`config.mk`:
```
export PLATFORM = sky130hd
export DESIGN_NAME = fft_bfly_pipe
export DESIGN_NICKNAME = d
export VERILOG_FILES = /design/src/rtl/fft_pkg.sv /design/src/rtl/fft_bfly_pipe_cmul_round.sv /design/src/rtl/fft_bfly_pipe.sv
export SDC_FILE = /design/constraint.sdc
export NUM_CORES = 2
export LEC_CHECK = 0
export BUFFER_PORTS_ARGS = -buffer_cell sky130_fd_sc_hd__buf_2
export CORE_MARGIN = 2
export CORE_UTILIZATION = 60
export DETAILED_ROUTE_END_ITERATION = 8
export GPL_ROUTABILITY_DRIVEN = 0
export HOLD_SLACK_MARGIN = 0.03
export PLACE_DENSITY = 0.8
export SYNTH_ARGS = -nofsm -noshare
export SYNTH_HDL_FRONTEND = slang
export SYNTH_SLANG_ARGS = --single-unit
```
`constraint.sdc`:
```
create_clock -name clk -period 10.4 [get_ports clk]
set_input_delay 0.52 -clock clk [delete_from_list [all_inputs] [get_ports clk]]
set_output_delay 0.52 -clock clk [all_outputs]
set_load 0.05 [all_outputs]
```
`src/rtl/fft_pkg.sv`:
```
// rtl/fft_pkg.sv - shared FFT encodings, latency constant and narrowing helpers.
// Helpers operate on 32-bit signed values, so callers need DW+3 <= 32.
package fft_pkg;

  localparam logic BFLY_DIT = 1'b0;
  localparam logic BFLY_DIF = 1'b1;
  localparam int   BFLY_LAT = 3;

  function automatic logic signed [31:0] sat_narrow(input logic signed [31:0] value,
                                                    input int                 dw);
    logic signed [31:0] hi;
    logic signed [31:0] lo;
    hi = (32'sd1 <<< (dw - 1)) - 32'sd1;
    lo = -(32'sd1 <<< (dw - 1));
    if (value > hi) begin
      sat_narrow = hi;
    end else if (value < lo) begin
      sat_narrow = lo;
    end else begin
      sat_narrow = value;
    end
  endfunction

  function automatic logic out_of_range(input logic signed [31:0] value,
                                        input int                 dw);
    logic signed [31:0] hi;
    logic signed [31:0] lo;
    hi = (32'sd1 <<< (dw - 1)) - 32'sd1;
    lo = -(32'sd1 <<< (dw - 1));
    out_of_range = (value > hi) || (value < lo);
  endfunction

endpackage

```
`src/rtl/fft_bfly_pipe_cmul_round.sv`:
```
// rtl/fft_bfly_pipe_cmul_round.sv - registered complex multiply c*w, round-half-up by FRAC.
// Result is truncated to OW bits; enable freezes the register during a stall.
module cmul_round #(
  parameter int CW   = 17,
  parameter int TWW  = 16,
  parameter int FRAC = 15,
  parameter int OW   = 17
) (
  input  logic                  clk,
  input  logic                  rst_n,
  input  logic                  en,
  input  logic signed [CW-1:0]  c_re,
  input  logic signed [CW-1:0]  c_im,
  input  logic signed [TWW-1:0] w_re,
  input  logic signed [TWW-1:0] w_im,
  output logic signed [OW-1:0]  p_re,
  output logic signed [OW-1:0]  p_im
);

  localparam int PW = CW + TWW + 1;
  localparam logic signed [PW-1:0] RND = PW'(1) <<< (FRAC - 1);

  logic signed [PW-1:0] re_full;
  logic signed [PW-1:0] im_full;
  logic signed [OW-1:0] p_re_d;
  logic signed [OW-1:0] p_re_q;
  logic signed [OW-1:0] p_im_d;
  logic signed [OW-1:0] p_im_q;

  always_comb begin
    re_full = PW'(c_re) * PW'(w_re) - PW'(c_im) * PW'(w_im);
    im_full = PW'(c_re) * PW'(w_im) + PW'(c_im) * PW'(w_re);
    p_re_d  = p_re_q;
    p_im_d  = p_im_q;
    if (en) begin
      p_re_d = OW'((re_full + RND) >>> FRAC);
      p_im_d = OW'((im_full + RND) >>> FRAC);
    end
  end

  always_ff @(posedge clk or negedge rst_n) begin
    if (!rst_n) begin
      p_re_q <= '0;
      p_im_q <= '0;
    end else begin
      p_re_q <= p_re_d;
      p_im_q <= p_im_d;
    end
  end

  assign p_re = p_re_q;
  assign p_im = p_im_q;

endmodule

```
`src/rtl/fft_bfly_pipe.sv`:
```
// rtl/fft_bfly_pipe.sv - 3-stage radix-2 DIT/DIF butterfly with rounding, scale and valid/ready.
// Define BFLY_SAT_EN to clamp out-of-range results; otherwise they wrap to DW bits.
module fft_bfly_pipe
  import fft_pkg::*;
#(
  parameter int DW   = 16,
  parameter int TWW  = 16,
  parameter int FRAC = 15
) (
  input  logic           clk,
  input  logic           rst_n,
  input  logic           in_valid,
  output logic           in_ready,
  input  logic           mode,
  input  logic           scale,
  input  logic [DW-1:0]  a_re,
  input  logic [DW-1:0]  a_im,
  input  logic [DW-1:0]  b_re,
  input  logic [DW-1:0]  b_im,
  input  logic [TWW-1:0] tw_re,
  input  logic [TWW-1:0] tw_im,
  output logic           out_valid,
  input  logic           out_ready,
  output logic [DW-1:0]  y0_re,
  output logic [DW-1:0]  y0_im,
  output logic [DW-1:0]  y1_re,
  output logic [DW-1:0]  y1_im,
  output logic           ovf
);

  localparam int W1 = DW + 1;
  localparam int W2 = DW + 2;
  localparam int W3 = DW + 3;

  logic en;

  logic                  v1_d, v1_q, mode1_d, mode1_q, scale1_d, scale1_q;
  logic signed [DW-1:0]  a1_re_d, a1_re_q, a1_im_d, a1_im_q;
  logic signed [DW-1:0]  b1_re_d, b1_re_q, b1_im_d, b1_im_q;
  logic signed [TWW-1:0] tw1_re_d, tw1_re_q, tw1_im_d, tw1_im_q;

  logic                  v2_d, v2_q, mode2_d, mode2_q, scale2_d, scale2_q;
  logic signed [W1-1:0]  sum_re_d, sum_re_q, sum_im_d, sum_im_q;
  logic signed [W1-1:0]  c_re, c_im, p_re, p_im;

  logic                  out_valid_d, out_valid_q, ovf_d, ovf_q;
  logic [DW-1:0]         y0_re_d, y0_re_q, y0_im_d, y0_im_q;
  logic [DW-1:0]         y1_re_d, y1_re_q, y1_im_d, y1_im_q;

  logic signed [W2-1:0]  r [4];
  logic [DW-1:0]         y_n [4];
  logic signed [W3-1:0]  rs;
  logic signed [31:0]    v32;
  logic                  any_ovf;

  // A stalled output freezes every stage at once; nothing slides into bubbles.
  assign en       = !(out_valid_q && !out_ready);
  assign in_ready = en;

  always_comb begin
    v1_d     = v1_q;
    mode1_d  = mode1_q;
    scale1_d = scale1_q;
    a1_re_d  = a1_re_q;
    a1_im_d  = a1_im_q;
    b1_re_d  = b1_re_q;
    b1_im_d  = b1_im_q;
    tw1_re_d = tw1_re_q;
    tw1_im_d = tw1_im_q;
    if (en) begin
      v1_d     = in_valid;
      mode1_d  = mode;
      scale1_d = scale;
      a1_re_d  = a_re;
      a1_im_d  = a_im;
      b1_re_d  = b_re;
      b1_im_d  = b_im;
      tw1_re_d = tw_re;
      tw1_im_d = tw_im;
    end
  end

  always_ff @(posedge clk or negedge rst_n) begin
    if (!rst_n) begin
      v1_q     <= 1'b0;
      mode1_q  <= BFLY_DIT;
      scale1_q <= 1'b0;
      a1_re_q  <= '0;
      a1_im_q  <= '0;
      b1_re_q  <= '0;
      b1_im_q  <= '0;
      tw1_re_q <= '0;
      tw1_im_q <= '0;
    end else begin
      v1_q     <= v1_d;
      mode1_q  <= mode1_d;
      scale1_q <= scale1_d;
      a1_re_q  <= a1_re_d;
      a1_im_q  <= a1_im_d;
      b1_re_q  <= b1_re_d;
      b1_im_q  <= b1_im_d;
      tw1_re_q <= tw1_re_d;
      tw1_im_q <= tw1_im_d;
    end
  end

  // DIT multiplies b and forwards a; DIF multiplies a-b and forwards a+b.
  always_comb begin
    v2_d     = v2_q;
    mode2_d  = mode2_q;
    scale2_d = scale2_q;
    sum_re_d = sum_re_q;
    sum_im_d = sum_im_q;
    if (mode1_q == BFLY_DIF) begin
      c_re = W1'(a1_re_q) - W1'(b1_re_q);
      c_im = W1'(a1_im_q) - W1'(b1_im_q);
    end else begin
      c_re = W1'(b1_re_q);
      c_im = W1'(b1_im_q);
    end
    if (en) begin
      v2_d     = v1_q;
      mode2_d  = mode1_q;
      scale2_d = scale1_q;
      if (mode1_q == BFLY_DIF) begin
        sum_re_d = W1'(a1_re_q) + W1'(b1_re_q);
        sum_im_d = W1'(a1_im_q) + W1'(b1_im_q);
      end else begin
        sum_re_d = W1'(a1_re_q);
        sum_im_d = W1'(a1_im_q);
      end
    end
  end

  always_ff @(posedge clk or negedge rst_n) begin
    if (!rst_n) begin
      v2_q     <= 1'b0;
      mode2_q  <= BFLY_DIT;
      scale2_q <= 1'b0;
      sum_re_q <= '0;
      sum_im_q <= '0;
    end else begin
      v2_q     <= v2_d;
      mode2_q  <= mode2_d;
      scale2_q <= scale2_d;
      sum_re_q <= sum_re_d;
      sum_im_q <= sum_im_d;
    end
  end

  cmul_round #(
    .CW   (W1),
    .TWW  (TWW),
    .FRAC (FRAC),
    .OW   (W1)
  ) u_cmul (
    .clk   (clk),
    .rst_n (rst_n),
    .en    (en),
    .c_re  (c_re),
    .c_im  (c_im),
    .w_re  (tw1_re_q),
    .w_im  (tw1_im_q),
    .p_re  (p_re),
    .p_im  (p_im)
  );

  always_comb begin
    if (mode2_q == BFLY_DIF) begin
      r[0] = W2'(sum_re_q);
      r[1] = W2'(sum_im_q);
      r[2] = W2'(p_re);
      r[3] = W2'(p_im);
    end else begin
      r[0] = W2'(sum_re_q) + W2'(p_re);
      r[1] = W2'(sum_im_q) + W2'(p_im);
      r[2] = W2'(sum_re_q) - W2'(p_re);
      r[3] = W2'(sum_im_q) - W2'(p_im);
    end
    any_ovf = 1'b0;
    rs      = '0;
    v32     = '0;
    for (int i = 0; i < 4; i++) begin
      rs  = scale2_q ? (W3'(r[i]) + W3'(1)) >>> 1 : W3'(r[i]);
      v32 = 32'(rs);
      if (out_of_range(v32, DW)) begin
        any_ovf = 1'b1;
      end
`ifdef BFLY_SAT_EN
      v32 = sat_narrow(v32, DW);
`endif
      y_n[i] = DW'(v32);
    end
  end

  always_comb begin
    out_valid_d = out_valid_q;
    ovf_d       = ovf_q;
    y0_re_d     = y0_re_q;
    y0_im_d     = y0_im_q;
    y1_re_d     = y1_re_q;
    y1_im_d     = y1_im_q;
    if (en) begin
      out_valid_d = v2_q;
      if (v2_q) begin
        ovf_d   = any_ovf;
        y0_re_d = y_n[0];
        y0_im_d = y_n[1];
        y1_re_d = y_n[2];
        y1_im_d = y_n[3];
      end
    end
  end

  always_ff @(posedge clk or negedge rst_n) begin
    if (!rst_n) begin
      out_valid_q <= 1'b0;
      ovf_q       <= 1'b0;
      y0_re_q     <= '0;
      y0_im_q     <= '0;
      y1_re_q     <= '0;
      y1_im_q     <= '0;
    end else begin
      out_valid_q <= out_valid_d;
      ovf_q       <= ovf_d;
      y0_re_q     <= y0_re_d;
      y0_im_q     <= y0_im_d;
      y1_re_q     <= y1_re_d;
      y1_im_q     <= y1_im_d;
    end
  end

  assign out_valid = out_valid_q;
  assign ovf       = ovf_q;
  assign y0_re     = y0_re_q;
  assign y0_im     = y0_im_q;
  assign y1_re     = y1_re_q;
  assign y1_im     = y1_im_q;

endmodule

```
## Yosys cells after proc, flatten, opt, wreduce, memory -nomap -nowiden

Index checks and enable logic that the tools add are counted.

| word-level totals | value |
|---|---|
| register bits | 236 |
| bits in latches | 0 |
| RAM bits | 0 |
| ROM bits | 0 |
| input port bits | 102 |
| output and inout port bits | 67 |
| word-level logic and storage cells | 72 |
| memories | 0 |

| operators by class | value |
|---|---|
| add/sub/neg operators | 16 |
| $mul | 4 |
| div/mod/pow operators | 0 |
| magnitude comparators | 8 |
| equality and inequality tests | 0 |
| shift-type cells | 0 |
| muxes and demuxes | 13 |
| bitwise logic cells | 1 |
| reductions and logical operators | 8 |

Operator list:

| cell | count |
|---|---|
| multiplier 17 x 16 -> 32 bit | 4 |
| adder 18 x 2 -> 19 bit, second input constant | 4 |
| greater-than comparator 19 x 16 -> 1 bit, second input constant | 4 |
| less-than comparator 19 x 16 -> 1 bit, second input constant | 4 |
| 2-to-1 mux 19 bit | 4 |
| 2-to-1 mux 72 bit | 1 |
| 2-to-1 mux 17 bit | 4 |
| adder 32 x 16 -> 32 bit, second input constant | 2 |
| adder 17 x 17 -> 18 bit | 2 |
| subtractor 17 x 17 -> 18 bit | 2 |
| adder 16 x 16 -> 17 bit | 2 |
| subtractor 16 x 16 -> 17 bit | 2 |
| adder 32 bit | 1 |
| subtractor 32 bit | 1 |
| logical OR 1 bit | 4 |
| 2-to-1 mux 1 bit | 4 |
| zero test 1 bit | 2 |
| AND reduction 2 bit | 1 |
| logical AND 1 bit | 1 |
| NOT 1 bit | 1 |

## Longest topological paths before layout

| logic depth | value |
|---|---|
| depth in word-level cells | 10 |
| depth in mapped cells | 44 |
| mapped depth without buffers | 43 |

## Hierarchy

From an unflattened synthesis, not the netlist that was laid out.

| unflattened totals | value |
|---|---|
| cells, all modules | 6,688 |
| area total of the unflattened synthesis | 59,099.2 sq um |

Modules (own cells, without submodules):

| module | times used | cells each | area an instance (sq um) |
|---|---|---|---|
| cmul_round | 1 | 4,417 | 41,511.1 |
| fft_bfly_pipe | 1 | 2,271 | 17,588.1 |

## Worst setup path before layout

Ideal clock, no wire load.

| path | value |
|---|---|
| path type | register to register |
| start point | reg a1_im_q[0] |
| end point | reg u_cmul.p_re_q[16], in the netlist u_cmul.p_re[16] |
| arrival | 9.815 ns |
| setup slack | 0.457 ns |
| stages on the path, launching flop included | 41 |
| buffers on the path | 1 |
| clock period less this slack | 9.943 ns |
| cell sequence | dfrtp_1 -> inv_1 -> ha_1 -> inv_1 -> fa_1 -> a21o_1 -> a21o_1 -> a2111oi_2 -> or4_1 -> a31oi_1 -> a21oi_1 -> o21ai_1 -> a2111oi_2 -> a2bb2oi_2 -> buf_2 -> nand2_1 -> inv_1 -> fa_1 -> [... 5 more ...] -> fa_1 -> fa_1 -> fa_1 -> fa_1 -> inv_1 -> fa_1 -> inv_1 -> ha_1 -> a21o_1 -> a21oi_1 -> o22ai_1 -> a211o_1 -> a21oi_1 -> o21ai_0 -> o41ai_1 -> xnor2_1 -> xnor2_1 -> o21ai_1 |

| between the ends | value |
|---|---|
| cells in the longest elaborated chain, start to end | 5 |

Ends and longest elaborated chain:

| what | RTL line | RTL |
|---|---|---|
| from (decl) | fft_bfly_pipe.sv:38 | `logic signed [DW-1:0] a1_re_d, a1_re_q, a1_im_d, a1_im_q;` |
| from (signal assigned) | fft_bfly_pipe.sv:99 | `a1_im_q <= a1_im_d;` |
| subtractor 16 x 16 -> 17 bit | fft_bfly_pipe.sv:116 | `c_im = W1'(a1_im_q) - W1'(b1_im_q);` |
| 2-to-1 mux 17 bit | fft_bfly_pipe.sv:114 | `if (mode1_q == BFLY_DIF) begin` |
| multiplier 17 x 16 -> 32 bit | fft_bfly_pipe_cmul_round.sv:31 | `re_full = PW'(c_re) * PW'(w_re) - PW'(c_im) * PW'(w_im);` |
| subtractor 32 bit | fft_bfly_pipe_cmul_round.sv:31 |  |
| adder 32 x 16 -> 32 bit | fft_bfly_pipe_cmul_round.sv:36 | `p_re_d = OW'((re_full + RND) >>> FRAC);` |
| to (signal assigned) | fft_bfly_pipe_cmul_round.sv:46 | `p_re_q <= p_re_d;` |
| to (decl) | fft_bfly_pipe_cmul_round.sv:26 | `logic signed [OW-1:0] p_re_q;` |

No other way between the ends.
A chain may end at the register's enable or synchronous reset.

## Worst setup path in the final report

| path | value |
|---|---|
| start point | reg b1_re_q[1] |
| end point | reg u_cmul.p_re_q[9], in the netlist u_cmul.p_re[9] |

| between the ends | value |
|---|---|
| cells in the longest elaborated chain, start to end | 5 |

Ends and longest elaborated chain:

| what | RTL line | RTL |
|---|---|---|
| from (decl) | fft_bfly_pipe.sv:39 | `logic signed [DW-1:0] b1_re_d, b1_re_q, b1_im_d, b1_im_q;` |
| from (signal assigned) | fft_bfly_pipe.sv:100 | `b1_re_q <= b1_re_d;` |
| subtractor 16 x 16 -> 17 bit | fft_bfly_pipe.sv:115 | `c_re = W1'(a1_re_q) - W1'(b1_re_q);` |
| 2-to-1 mux 17 bit (*) | fft_bfly_pipe.sv:114 |  |
| multiplier 17 x 16 -> 32 bit (*) | fft_bfly_pipe_cmul_round.sv:31 |  |
| subtractor 32 bit (*) | fft_bfly_pipe_cmul_round.sv:31 |  |
| adder 32 x 16 -> 32 bit (*) | fft_bfly_pipe_cmul_round.sv:36 |  |

Every way passes the cells marked *; elsewhere a longest branch is shown, timed or not.

==> qor.yml <==
yosys:
  synth.distinct_cells: 101
  synth_fp_nets: 8484
  syn_area_per_cell_um2: 8.71
  synthArstFlopShare: 1.00
  ys_seq_elements: 236
  synth_cells: 6763
  synth_edf_count: 0
  synthFlopType: "dfrtp_1"
  synthesis.area_um2: 58900
  ys_warn_count: 0
  synth-seq-area-share: 0.100
timing:
  maxSlewHeadroom: 0.0664
  slew_viol_final: 0
  setup_viol: 0
  hold_ws_ns: 0.0493
  period_minus_slack_ns: 10.11
  setup_slack_ns: 0.295
  fmax_ghz: 0.0990
  fin_worst_skew_ns: 0.0381
  fin_crit_sh: 0.972
  worst_pin_slew_ns: 1.40
  hold_viol_final: 0
drt:
  drt_iter0_drc: 4845
  final_antenna_net_count: 0
  wl_per_cell_um: 20.7
  via_per_inst: 5.83
  drtPass1Iterations: 6
  drt_wl_total_um: 168000
  drc: 0
  vias: 47100
setup_path:
  crit_arrival_ns: 10.61
  ff2ff_path_depth: 38
  critical_path.endpoint_type: "register"
  critPathSlowestCell: "fa_1"
  cp.required_ns: 10.91
  setup.worst_path.class: "register to register"
  path_max_fanout: 9
  rrSetupSlack_ns: 0.29
  cp-start-kind: "register"
  r2r-start: "b1_re_q[1]$_DFFE_PN0N_"
  path_common_cell: "fa_1"
  timing.rr.end: "u_cmul.p_re[9]$_DFFE_PN0N_"
  cpPeakStageDelay_ns: 0.56
global_routing:
  antenna_found_initial: 7
  use_met1: 0.442
  grtUsageMet3: 0.0716
  grt_max_degree: 134
  grt_pass1_vias: 49000
  top_usage_layer: "met2"
  grt_usage: 0.342
  gr-usage-met2: 0.543
  grt_pass1_wl_um: 266000
  gr-total-overflow: 0
final_layout:
  drive_above_1_share: 0.0811
  nFillCells: 7708
  nets: 8506
  seq_area_um2: 5920
  area_growth_pct: 6.91
  multi_input_area_um2: 46400
  stdcell_count: 8086
min_path:
  holdPathStages: 3
  worstHoldPathType: "primary input to register"
  whs_endpoint: "tw1_re_q[1]$_DFFE_PN0N_"
  worstHoldStart: "tw_re[1]"
placed_design:
  io_buffers: 168
  dp_hpwl_um: 134000
  pre_cts_ws_ns: -0.0622
  dp_cells: 8006
clocking:
  tritoncts: "yes"
  cts_root_buffer: "clkbuf_16"
  cts.sinks: 236
  cts_max_level: 1
  clk_pin_slew_ns: 0.09
  cts_made_buffers: 30
  clk_latency_ns: 0.67
  clk_path_buf_depth: 3
floorplan:
  initial_core_util: 0.607
  dieArea_um2: 101000
  std_cell_rows: 114
  core_um2: 97000
  die_width_um: 317
  die_h_um: 317
  io_pins: 169
run:
  cap_violations: 0
run_status:
  status: "finished clean"
-- timing repair --
action	in CTS	in global routing
hold buffers	1	0
resized for setup	5	85
setup buffers	0	22
endpoints found under the setup margin	10	25
endpoints found under the hold margin	103	0
pin swaps	0	38
-- worst max-delay path by stage --
| stage | end | slack (ns) | start |
|---|---|---|---|
| 2_1_floorplan | u_cmul.p_re[16]$_DFFE_PN0N_ | 0.46 | a1_im_q[0]$_DFFE_PN0N_ |
| 3_3_place_gp | u_cmul.p_re[15]$_DFFE_PN0N_ | 0.07 | a1_re_q[1]$_DFFE_PN0N_ |
| 3_5_place_dp | u_cmul.p_re[16]$_DFFE_PN0N_ | -0.06 | a1_im_q[0]$_DFFE_PN0N_ |
| 4_1_cts | u_cmul.p_re[16]$_DFFE_PN0N_ | 0.004 | a1_re_q[1]$_DFFE_PN0N_ |
| 5_1_grt | u_cmul.p_re[16]$_DFFE_PN0N_ | -0.06 | a1_re_q[0]$_DFFE_PN0N_ |
| 6_report | u_cmul.p_re[9]$_DFFE_PN0N_ | 0.29 | b1_re_q[1]$_DFFE_PN0N_ |
-- flip-flops by register name, indices dropped and copies added, names as in the netlist, 17 cells and up --
name / flops
sum_im_q: 17
u_cmul.p_im: 17
u_cmul.p_re: 17
sum_re_q: 17
-- critical path, delay by kind of cell (launching register included) --
kind                     cells  cell delay (ns)
adder cells (fa/ha/maj)     10             4.58
buffers and inverters        6             0.48
AND/OR/NAND/NOR              4             0.94
AO/OA/AOI/OAI               17             3.35
flip-flops                   1             0.38
XOR/XNOR                     1             0.19
-- cells in the final DEF, fill, tap and decap left out, drive strengths merged, types with 32 or more instances in the layout --
cell	count
o31ai	40
xor2	38
mux2i	32
nor3	56
nor2	238
nand3	35
fa	1188
nand2	993
nor2b	123
o21ai	261
a21o	52
and2	422
xnor2	130
a211oi	39
ha	431
inv	1510
clkbuf	38
a21oi	175
dfrtp	236
or3	32
buf	341
-- per-layer routing --
layer	vias to the layer above	wire, um
li1	20400	-
met5	-	15
met1	23500	61500
met3	646	17600
met4	2	11600
met2	2527	76900
-- kinds of logic (layout without fill, tap and decap cells) --
family                     count (synthesis)  after routing  share of synthesized area
AOI/OAI and AO/OA                        796            796                     0.0870
buffers and inverters                   1858           1904                      0.120
DFF                                      236            236                      0.100
adders and majority gates               1619           1619                      0.495
other                                      0              1                          0
xor gates and xnor gates                 168            168                     0.0250
muxes                                     42             42                    0.00735
and+or+nand+nor                         2044           2044                      0.165
-- cells in the mapped netlist (13+ instances only) --
| cell | n | area share |
|---|---|---|
| inv_1 | 1503 | 0.096 |
| xor2_1 | 38 | 0.0057 |
| or2_2 | 21 | 0.0022 |
| nor3b_1 | 13 | 0.0017 |
| o21a_1 | 27 | 0.0034 |
| buf_1 | 29 | 0.0018 |
| nand2_1 | 993 | 0.063 |
| fa_1 | 1188 | 0.40 |
| nor2b_1 | 123 | 0.013 |
| nand2b_1 | 29 | 0.0031 |
| a31oi_1 | 28 | 0.0030 |
| or3_1 | 32 | 0.0034 |
| o21ai_0 | 234 | 0.020 |
| clkbuf_1 | 285 | 0.018 |
| o21ai_1 | 25 | 0.0021 |
| buf_2 | 25 | 0.0021 |
| a21oi_1 | 172 | 0.015 |
| and3_1 | 16 | 0.0017 |
| ha_1 | 431 | 0.092 |
| dfrtp_1 | 236 | 0.10 |
| mux2i_1 | 32 | 0.0054 |
| o21bai_1 | 16 | 0.0020 |
| o211ai_1 | 22 | 0.0028 |
| nand4_1 | 16 | 0.0017 |
| and2_1 | 422 | 0.045 |
| xnor2_1 | 130 | 0.019 |
| nor2_1 | 236 | 0.015 |
| a21o_1 | 51 | 0.0065 |
| a211oi_1 | 39 | 0.0050 |
| nor3_1 | 55 | 0.0047 |
| o31ai_1 | 39 | 0.0050 |
| nand3_1 | 34 | 0.0029 |
-- per-stage QoR --
stage | area (um^2) | setup TNS (ns) | utilization
after global placement | 61400 | 0 | 0.633
final | 63000 | 0 | 0.649
after floorplan | 58900 | 0 | -
after detailed placement | 61400 | -0.111 | 0.633
after CTS | 62500 | 0 | 0.644
after global routing | 63000 | -0.145 | 0.649
-- area by class of cell --
class | count | share of cell area
clock inverters | 18 | 0.00362
well taps | 1276 | 0.0254
clock buffers | 38 | 0.0132
inverters | 1506 | 0.0900
repair buffers | 342 | 0.0373
diodes | 1 | 0.0000397
multi-input cells | 4669 | 0.737
flip-flops and latches | 236 | 0.0940
Power is left out: the tool's default activity adds up to more than one toggle a clock period on the data nets, which glitch-free logic cannot reach.
